## src/rtl/window_frame_ctrl.sv

```systemverilog
// window_frame_ctrl: frame sequencer and single-port BRAM arbiter for the 3x3 window generator.
// The loader owns the port in LOAD and the window generator owns it in RUN; every other state leaves the port idle.
module window_frame_ctrl #(
  parameter int DATA_W = 24,
  parameter int ADDR_W = 17,
  parameter int WIDTH  = 480,
  parameter int HEIGHT = 272,
  parameter int DEPTH  = 130560
) (
  input  logic              iClk,
  input  logic              iRst,
  input  logic              iStart,
  input  logic              iSkipLoad,
  input  logic              iAbort,
  input  logic              iWrValid,
  input  logic [DATA_W-1:0] iWrData,
  output logic              oWrReady,
  output logic              oBramCs,
  output logic              oBramWe,
  output logic [ADDR_W-1:0] oBramAddr,
  output logic [DATA_W-1:0] oBramWdata,
  input  logic              iWinCs,
  input  logic [ADDR_W-1:0] iWinAddr,
  input  logic              iWinValid,
  output logic              oWinEn,
  output logic              oWinRst,
  input  logic              iDsAfull,
  output logic              oBusy,
  output logic              oDone,
  output logic [7:0]        oFrameCnt
);
  if (DEPTH != WIDTH * HEIGHT) begin : g_depth_chk
    $error("DEPTH must equal WIDTH*HEIGHT");
  end
  localparam logic [2:0] S_IDLE  = 3'd0;
  localparam logic [2:0] S_LOAD  = 3'd1;
  localparam logic [2:0] S_RUN   = 3'd2;
  localparam logic [2:0] S_DONE  = 3'd3;
  localparam logic [2:0] S_FLUSH = 3'd4;
  localparam logic [ADDR_W-1:0] LAST = ADDR_W'(DEPTH - 1);
  logic [2:0]        state_q, state_d;
  logic [ADDR_W-1:0] wr_cnt_q, wr_cnt_d;
  logic [ADDR_W-1:0] out_cnt_q, out_cnt_d;
  logic              flush_q, flush_d;
  logic [7:0]        frame_cnt_q, frame_cnt_d;
  logic              in_load, in_run, wr_fire, out_fire;
  assign in_load  = state_q == S_LOAD;
  assign in_run   = state_q == S_RUN;
  assign wr_fire  = in_load & iWrValid;
  assign out_fire = in_run & iWinValid & ~iDsAfull;
  // Port outputs decode from registered state so the two masters can never overlap.
  assign oWrReady   = in_load;
  assign oBramCs    = wr_fire | (in_run & iWinCs);
  assign oBramWe    = wr_fire;
  assign oBramAddr  = wr_fire ? wr_cnt_q : in_run ? iWinAddr : '0;
  assign oBramWdata = wr_fire ? iWrData : '0;
  assign oWinEn     = in_run & ~iDsAfull;
  assign oWinRst    = state_q != S_FLUSH;
  assign oBusy      = state_q != S_IDLE;
  assign oDone      = state_q == S_DONE;
  assign oFrameCnt  = frame_cnt_q;
  always_comb begin
    state_d     = state_q;
    wr_cnt_d    = wr_cnt_q;
    out_cnt_d   = out_cnt_q;
    flush_d     = flush_q;
    frame_cnt_d = frame_cnt_q;
    case (state_q)
      S_IDLE: if (iStart) begin
        state_d   = iSkipLoad ? S_RUN : S_LOAD;
        wr_cnt_d  = '0;
        out_cnt_d = '0;
      end
      S_LOAD: if (iAbort) begin
        state_d  = S_FLUSH;
        flush_d  = 1'b0;
        wr_cnt_d = '0;
      end else if (wr_fire) begin
        wr_cnt_d = wr_cnt_q == LAST ? '0 : wr_cnt_q + ADDR_W'(1);
        state_d  = wr_cnt_q == LAST ? S_RUN : S_LOAD;
      end
      S_RUN: if (iAbort) begin
        state_d   = S_FLUSH;
        flush_d   = 1'b0;
        out_cnt_d = '0;
      end else if (out_fire) begin
        out_cnt_d   = out_cnt_q == LAST ? '0 : out_cnt_q + ADDR_W'(1);
        state_d     = out_cnt_q == LAST ? S_DONE : S_RUN;
        frame_cnt_d = out_cnt_q == LAST ? frame_cnt_q + 8'd1 : frame_cnt_q;
      end
      S_DONE:  state_d = S_IDLE;
      // Two-cycle window reset: flush_q marks the second cycle.
      S_FLUSH: begin
        flush_d = 1'b1;
        state_d = flush_q ? S_IDLE : S_FLUSH;
      end
      default: state_d = S_IDLE;
    endcase
  end
  always_ff @(posedge iClk or negedge iRst) begin
    if (!iRst) begin
      state_q     <= S_IDLE;
      wr_cnt_q    <= '0;
      out_cnt_q   <= '0;
      flush_q     <= 1'b0;
      frame_cnt_q <= '0;
    end else begin
      state_q     <= state_d;
      wr_cnt_q    <= wr_cnt_d;
      out_cnt_q   <= out_cnt_d;
      flush_q     <= flush_d;
      frame_cnt_q <= frame_cnt_d;
    end
  end
endmodule

```

## config.mk

```make
export PLATFORM = sky130hd
export DESIGN_NAME = window_frame_ctrl
export DESIGN_NICKNAME = d
export VERILOG_FILES = /design/src/rtl/window_frame_ctrl.sv
export SDC_FILE = /design/constraint.sdc
export NUM_CORES = 1
export LEC_CHECK = 0
export BUFFER_PORTS_ARGS = -buffer_cell sky130_fd_sc_hd__clkbuf_2
export CORE_UTILIZATION = 45
export CTS_BUF_LIST = sky130_fd_sc_hd__clkbuf_16
export CTS_CLUSTER_SIZE = 28
export DETAILED_ROUTE_END_ITERATION = 10
export GPL_TIMING_DRIVEN = 0
export PLACE_DENSITY = 0.77
export SYNTH_ARGS = -nofsm -noshare
export SYNTH_HDL_FRONTEND = slang
export SYNTH_SLANG_ARGS = --single-unit
```

## constraint.sdc

```tcl
create_clock -name iClk -period 1.8 [get_ports iClk]
set_input_delay 0.36 -clock iClk [delete_from_list [all_inputs] [get_ports iClk]]
set_output_delay 0.36 -clock iClk [all_outputs]
set_load 0.005 [all_outputs]
```

Word level (Yosys, flattened, before mapping) --
Index checks and enable logic that the tools add are counted.
Storage, ports and cells: bits in registers 46, latch bits 0, bits in writable memories 0, ROM bits 0, input bits 50, output and inout port bits 56, memories kept 0
Operators by class: add/sub/neg operators 3, $mul 0, div/mod/pow operators 0, order comparisons 0, equality and inequality tests 11, shift operators 0, mux-type cells 24, bitwise logic cells 8, reductions and logical operators 11
Operators by type and width (number):
- 17-bit 2-to-1 mux | 9
- 17-bit one-hot mux with 2 select lines | 2
- 17-bit by 1-bit adder with 17-bit output, second input constant | 2
- 17-bit == test, second input constant | 2
- 24-bit 2-to-1 mux | 1
- 3-bit 2-to-1 mux | 6
- 3-bit one-hot mux with 4 select lines | 1
- 3-bit AND reduction | 3
- 8-bit by 1-bit adder with 8-bit output, second input constant | 1
- 3-bit by 2-bit == test with 1-bit output, second input constant | 2
- 3-bit by 2-bit != test with 1-bit output, second input constant | 2
- 2-bit nonzero test | 3
- 1-bit AND | 5
- 2-bit 2-to-1 mux | 2
- 4-bit AND reduction | 1
- 3-bit by 1-bit == test with 1-bit output, second input constant | 1
- 3-bit == test, second input constant | 1
- 3-bit zero test | 1
- 3-bit != test, second input constant | 1
- 3-bit nonzero test | 1
- 1-bit 2-to-1 mux | 2
- 2-bit by 1-bit != test with 1-bit output, second input constant | 1
- 2-bit != test, second input constant | 1
- 1-bit inverter | 2
- other kinds (4) | 4

Longest topological paths before layout --
depth in word-level cells 6, depth in mapped cells 8, mapped depth without buffers 6

Least setup slack after synthesis --
No wires, ideal clock.
path kind register -> register, from register out_cnt_q[12], to register frame_cnt_q[1] (netlist: oFrameCnt[1]), arrival 1843 ps, data required time 1675 ps, setup slack -168 ps, stages on the path, launching flop included 5, buffers on the path 0, cells stage by stage dfrtp_1 > nand4_2 > or4_4 > nor4_4 > mux2_2
Between the ends: longest elaborated chain between the ends 2
Ends and longest elaborated chain:
- from (decl) | RTL line 43 | logic [ADDR_W-1:0] out_cnt_q, out_cnt_d;
- from (signal assigned) | RTL line 110 | out_cnt_q <= out_cnt_d;
- 17-bit == test | RTL line 89 | frame_cnt_d = out_cnt_q == LAST ? frame_cnt_q + 8'd1 : frame_cnt_q;
- 4-bit AND reduction (no source line)
- to (signal assigned) | RTL line 112 | frame_cnt_q <= frame_cnt_d;
- to (decl) | RTL line 45 | logic [7:0] frame_cnt_q, frame_cnt_d;
No other way between the ends. A chain may end at the register's enable or synchronous reset.

Final worst setup path --
from register state_q[2], to output oBramWdata[17]
Between the ends: longest elaborated chain between the ends 3
Ends and longest elaborated chain:
- from (decl) | RTL line 41 | logic [2:0] state_q, state_d;
- from (signal assigned) | RTL line 108 | state_q <= state_d;
- 3-bit by 1-bit == test with 1-bit output | RTL line 47 | assign in_load = state_q == S_LOAD;
- 1-bit AND | RTL line 49 | assign wr_fire = in_load & iWrValid;
- 24-bit 2-to-1 mux | RTL line 56 | assign oBramWdata = wr_fire ? iWrData : '0;
- to (decl) | RTL line 21 | output logic [DATA_W-1:0] oBramWdata,
No other way between the ends.

==> results.toml <==
[clock_tree]
clkTransAtPathRegs_ns = 0.06
cts_tree = "built"
clkSinkCount = 46
cts-root-buf = "clkbuf_16"
cts-buffers-inserted = 5
clockBufferDepth = 2
worstSkewPairLatency_ns = 0.30
h-tree-depth = 2

[routing]
drt_iter0_markers = 429
vias = 3541
drt_wl_total_mm = 11.8
vias_per_cell = 6.23
first_pass_iters = 6
wl_per_cell_microns = 20.8
antenna_left = 0
drc = 0

[yosys]
syn_avg_cell_area_sq_um = 8.79
seq_area_frac_synth_pct = 39.7
ys.flop_type = "dfrtp_1"
synth.distinct_cells = 53
async_reset_ff_share_pct = 100
syn_inst = 330
yosys.area.top_type = "dfrtp_1"
syn-cell-area_sq_mm = 0.00290
yosys-top-cells-area = "dfrtp_1 (40%), and2_1 (6.7%), a22o_1 (5.4%)"
synth-edff-count = 0
synth_top_cell_area_share_pct = 39.7
yosysWarningCount = 0
syn_nets = 383
ys_seq_elements = 46

[floorplan]
core-area_sq_mm = 0.00606
die_x_microns = 82.3
die_h_microns = 82.3
pin_count = 106
rows = 28
start_util_pct = 47.9
die-area_sq_mm = 0.00677

[global_routing]
grt_pass1_vias = 3021
grt_first_pass_wirelength_mm = 13.9
grt_usage_pct = 27.2
overflow = 0
grt_max_degree = 47
antenna_found_initial = 0

[outcome]
status = "finished with violations"
violations = "setup timing"

[placement]
dpl.hpwl_mm = 5.63
io_buffers = 105
placed_area_sq_mm = 0.00353
place.gp.congestion = 0.836

[timing]
clock_skew_ns = 0.00848
finalSetupViolations = 78
max_slew_margin_pct = 21.9
drv_slew = 0
hold-worst-slack_ns = 0.291
rsz0062_at_grt = "true"
worst_slew_pin_slew_ns = 1.17
layout_setup_ws_ns = -0.177
fmax_ghz = 0.506
finalHoldViolCount = 0
fin_crit_sh_pct = 110
post-route-min-period_ns = 1.98

[worst_setup_path]
critPathLaunch = "state_q[2]$_DFFE_PN0P_"
required_ns = 1.44
critPathCaptureType = "output port"
path_cells = "nor2_4, and3_4, buf_8, and2_1, buf_2"
r2r_start = "out_cnt_q[3]$_DFFE_PN0P_"
critPathMaxFanout = 10
cp_slowest_cell = "dfrtp_2"
crit_type = "flop to output port"
crit_end = "oBramWdata[17]"
worstPathArrival_ns = 1.62
cp_slowest_stage_delay_ns = 0.47
r2r-end = "out_cnt_q[3]$_DFFE_PN0P_"
worstSetupStartpointType = "flop"
reg2reg_depth = 6
reg2reg_slack_ns = -0.17

[power_and_ir_drop]
power.density_mw_per_mm2 = 998
ir_drop_mv = 1.08
p_leak_nw = 2.37

[final_layout]
final_cell_area_sq_mm = 0.00478
syn2layout_area_growth_pct = 64.8
nNetsFinal = 545
utilization_pct = 78.9
layout-drive-gt1-share_pct = 52.3
antenna_cells = 0

[worst_hold_path]
hold_class = "input pin to async pin"

[flow_run]
maxCapViolCount = 0
-- critical path: cells and delay by family, from the launching register on --
| family | cells | cell delay (ns) |
|---|---|---|
| buffers and inverters | 2 | 0.28 |
| DFF | 1 | 0.47 |
| and+or+nand+nor | 3 | 0.58 |
-- cell usage after synthesis (2+ instances only) --
master / count
and3_1: 4
nand2_1: 33
a21oi_1: 9
o311ai_0: 2
and4_1: 5
o41ai_1: 3
and2_1: 31
o21ai_0: 22
mux2_2: 2
a22o_1: 18
xnor2_1: 14
xor2_1: 2
o31ai_1: 7
dfrtp_1: 46
buf_2: 2
a31oi_1: 2
nand4_2: 2
a21o_1: 4
ha_1: 3
nand3_1: 17
nor2_1: 21
mux2i_1: 3
or3_1: 3
clkbuf_1: 15
or2_2: 3
a211oi_1: 2
nor4_1: 4
nand2b_1: 4
nand4_1: 8
nor2b_1: 2
nand3b_1: 2
inv_1: 3
nor3_1: 12
-- kinds of logic after synthesis --
logic type	count (synthesis)	share of synthesized area, %
buf+inv	21	2.80
xor+xnor	16	4.83
simple gates	162	31.3
mux	5	1.81
fa+ha+maj	3	1.29
flops	46	39.7
compound gates	77	18.2
-- sequential cells by signal, indices dropped and copies added (netlist names) --
register,cells
out_cnt_q,17
wr_cnt_q,17
state_q,3
flush_q,1
oFrameCnt,8
-- stage by stage --
step	TNS, ns	setup WS [ns]	cells	power, W
after global placement	-23.36	-0.499	510	0.00252
after floorplan	-0.698	-0.166	330	0.00204
after CTS	-5.61	-0.168	548	0.00396
after detailed placement	-27.25	-0.456	510	0.00255
final	-8.23	-0.177	568	0.00477
after global routing	-12.36	-0.222	568	0.00497
-- per-layer routing --
| metal | vias up | part of all wire, % | global-route usage [%] |
|---|---|---|---|
| met1 | 1671 | 38 | 33.8 |
| li1 | 1529 | - | - |
| met4 | 0 | 6.4 | 12.1 |
| met5 | - | 0 | 0 |
| met2 | 259 | 49 | 46.2 |
| met3 | 82 | 6.7 | 4.29 |
-- how the worst min path moves through the flow --
stage	startpoint	end	slack [ns]
5_1_grt	iWrValid	state_q[0]$_DFFE_PN0P_	0.30
6_report	iRst	oFrameCnt[0]$_DFFE_PN0P_	0.29
4_1_cts	iWrValid	state_q[0]$_DFFE_PN0P_	0.29
2_1_floorplan	iRst	flush_q$_DFFE_PN0P_	0.06
3_3_place_gp	oFrameCnt[7]$_DFFE_PN0P_	oFrameCnt[7]$_DFFE_PN0P_	0.46
3_5_place_dp	oFrameCnt[7]$_DFFE_PN0P_	oFrameCnt[7]$_DFFE_PN0P_	0.46
-- final cells by class --
type	instances	area, sq um
Sequential cell	46	1150
Buffer	13	155
Multi-Input combinational cell	263	2150
Inverter	3	11.3
Clock buffer	5	125
Fill cell	354	1280
Timing Repair Buffer	160	1070
Tap cell	75	93.8
Clock inverter	3	12.5
-- cells in the final DEF, fill, tap and decap left out, types with 12 or more instances in the layout --
master / count
buf_2: 24
nand2_1: 30
nor2_1: 15
nand3_1: 14
a22o_1: 18
xnor2_1: 12
buf_6: 16
dfrtp_1: 43
clkbuf_2: 79
and2_1: 28
buf_4: 40
-- power breakdown --
group | internal, W | switching (W) | total, W | leakage, nW
logic | 0.00137 | 0.00132 | 0.00269 | 1.66
clock network | 0.000503 | 0.000406 | 0.000909 | 0.0724
registers | 0.00109 | 0.0000737 | 0.00117 | 0.633
total | 0.00297 | 0.00180 | 0.00477 | 2.37
-- repair_timing --
| item | in CTS | in global routing |
|---|---|---|
| endpoints found under the setup margin | 86 | 86 |
| gates resized for setup | 70 | 126 |
| buffers inserted | 32 | 18 |
| hold buffers | 0 | 0 |
| pin swaps | 22 | 40 |
| cloned | 1 | 4 |
(Power assumes the default switching activity.)
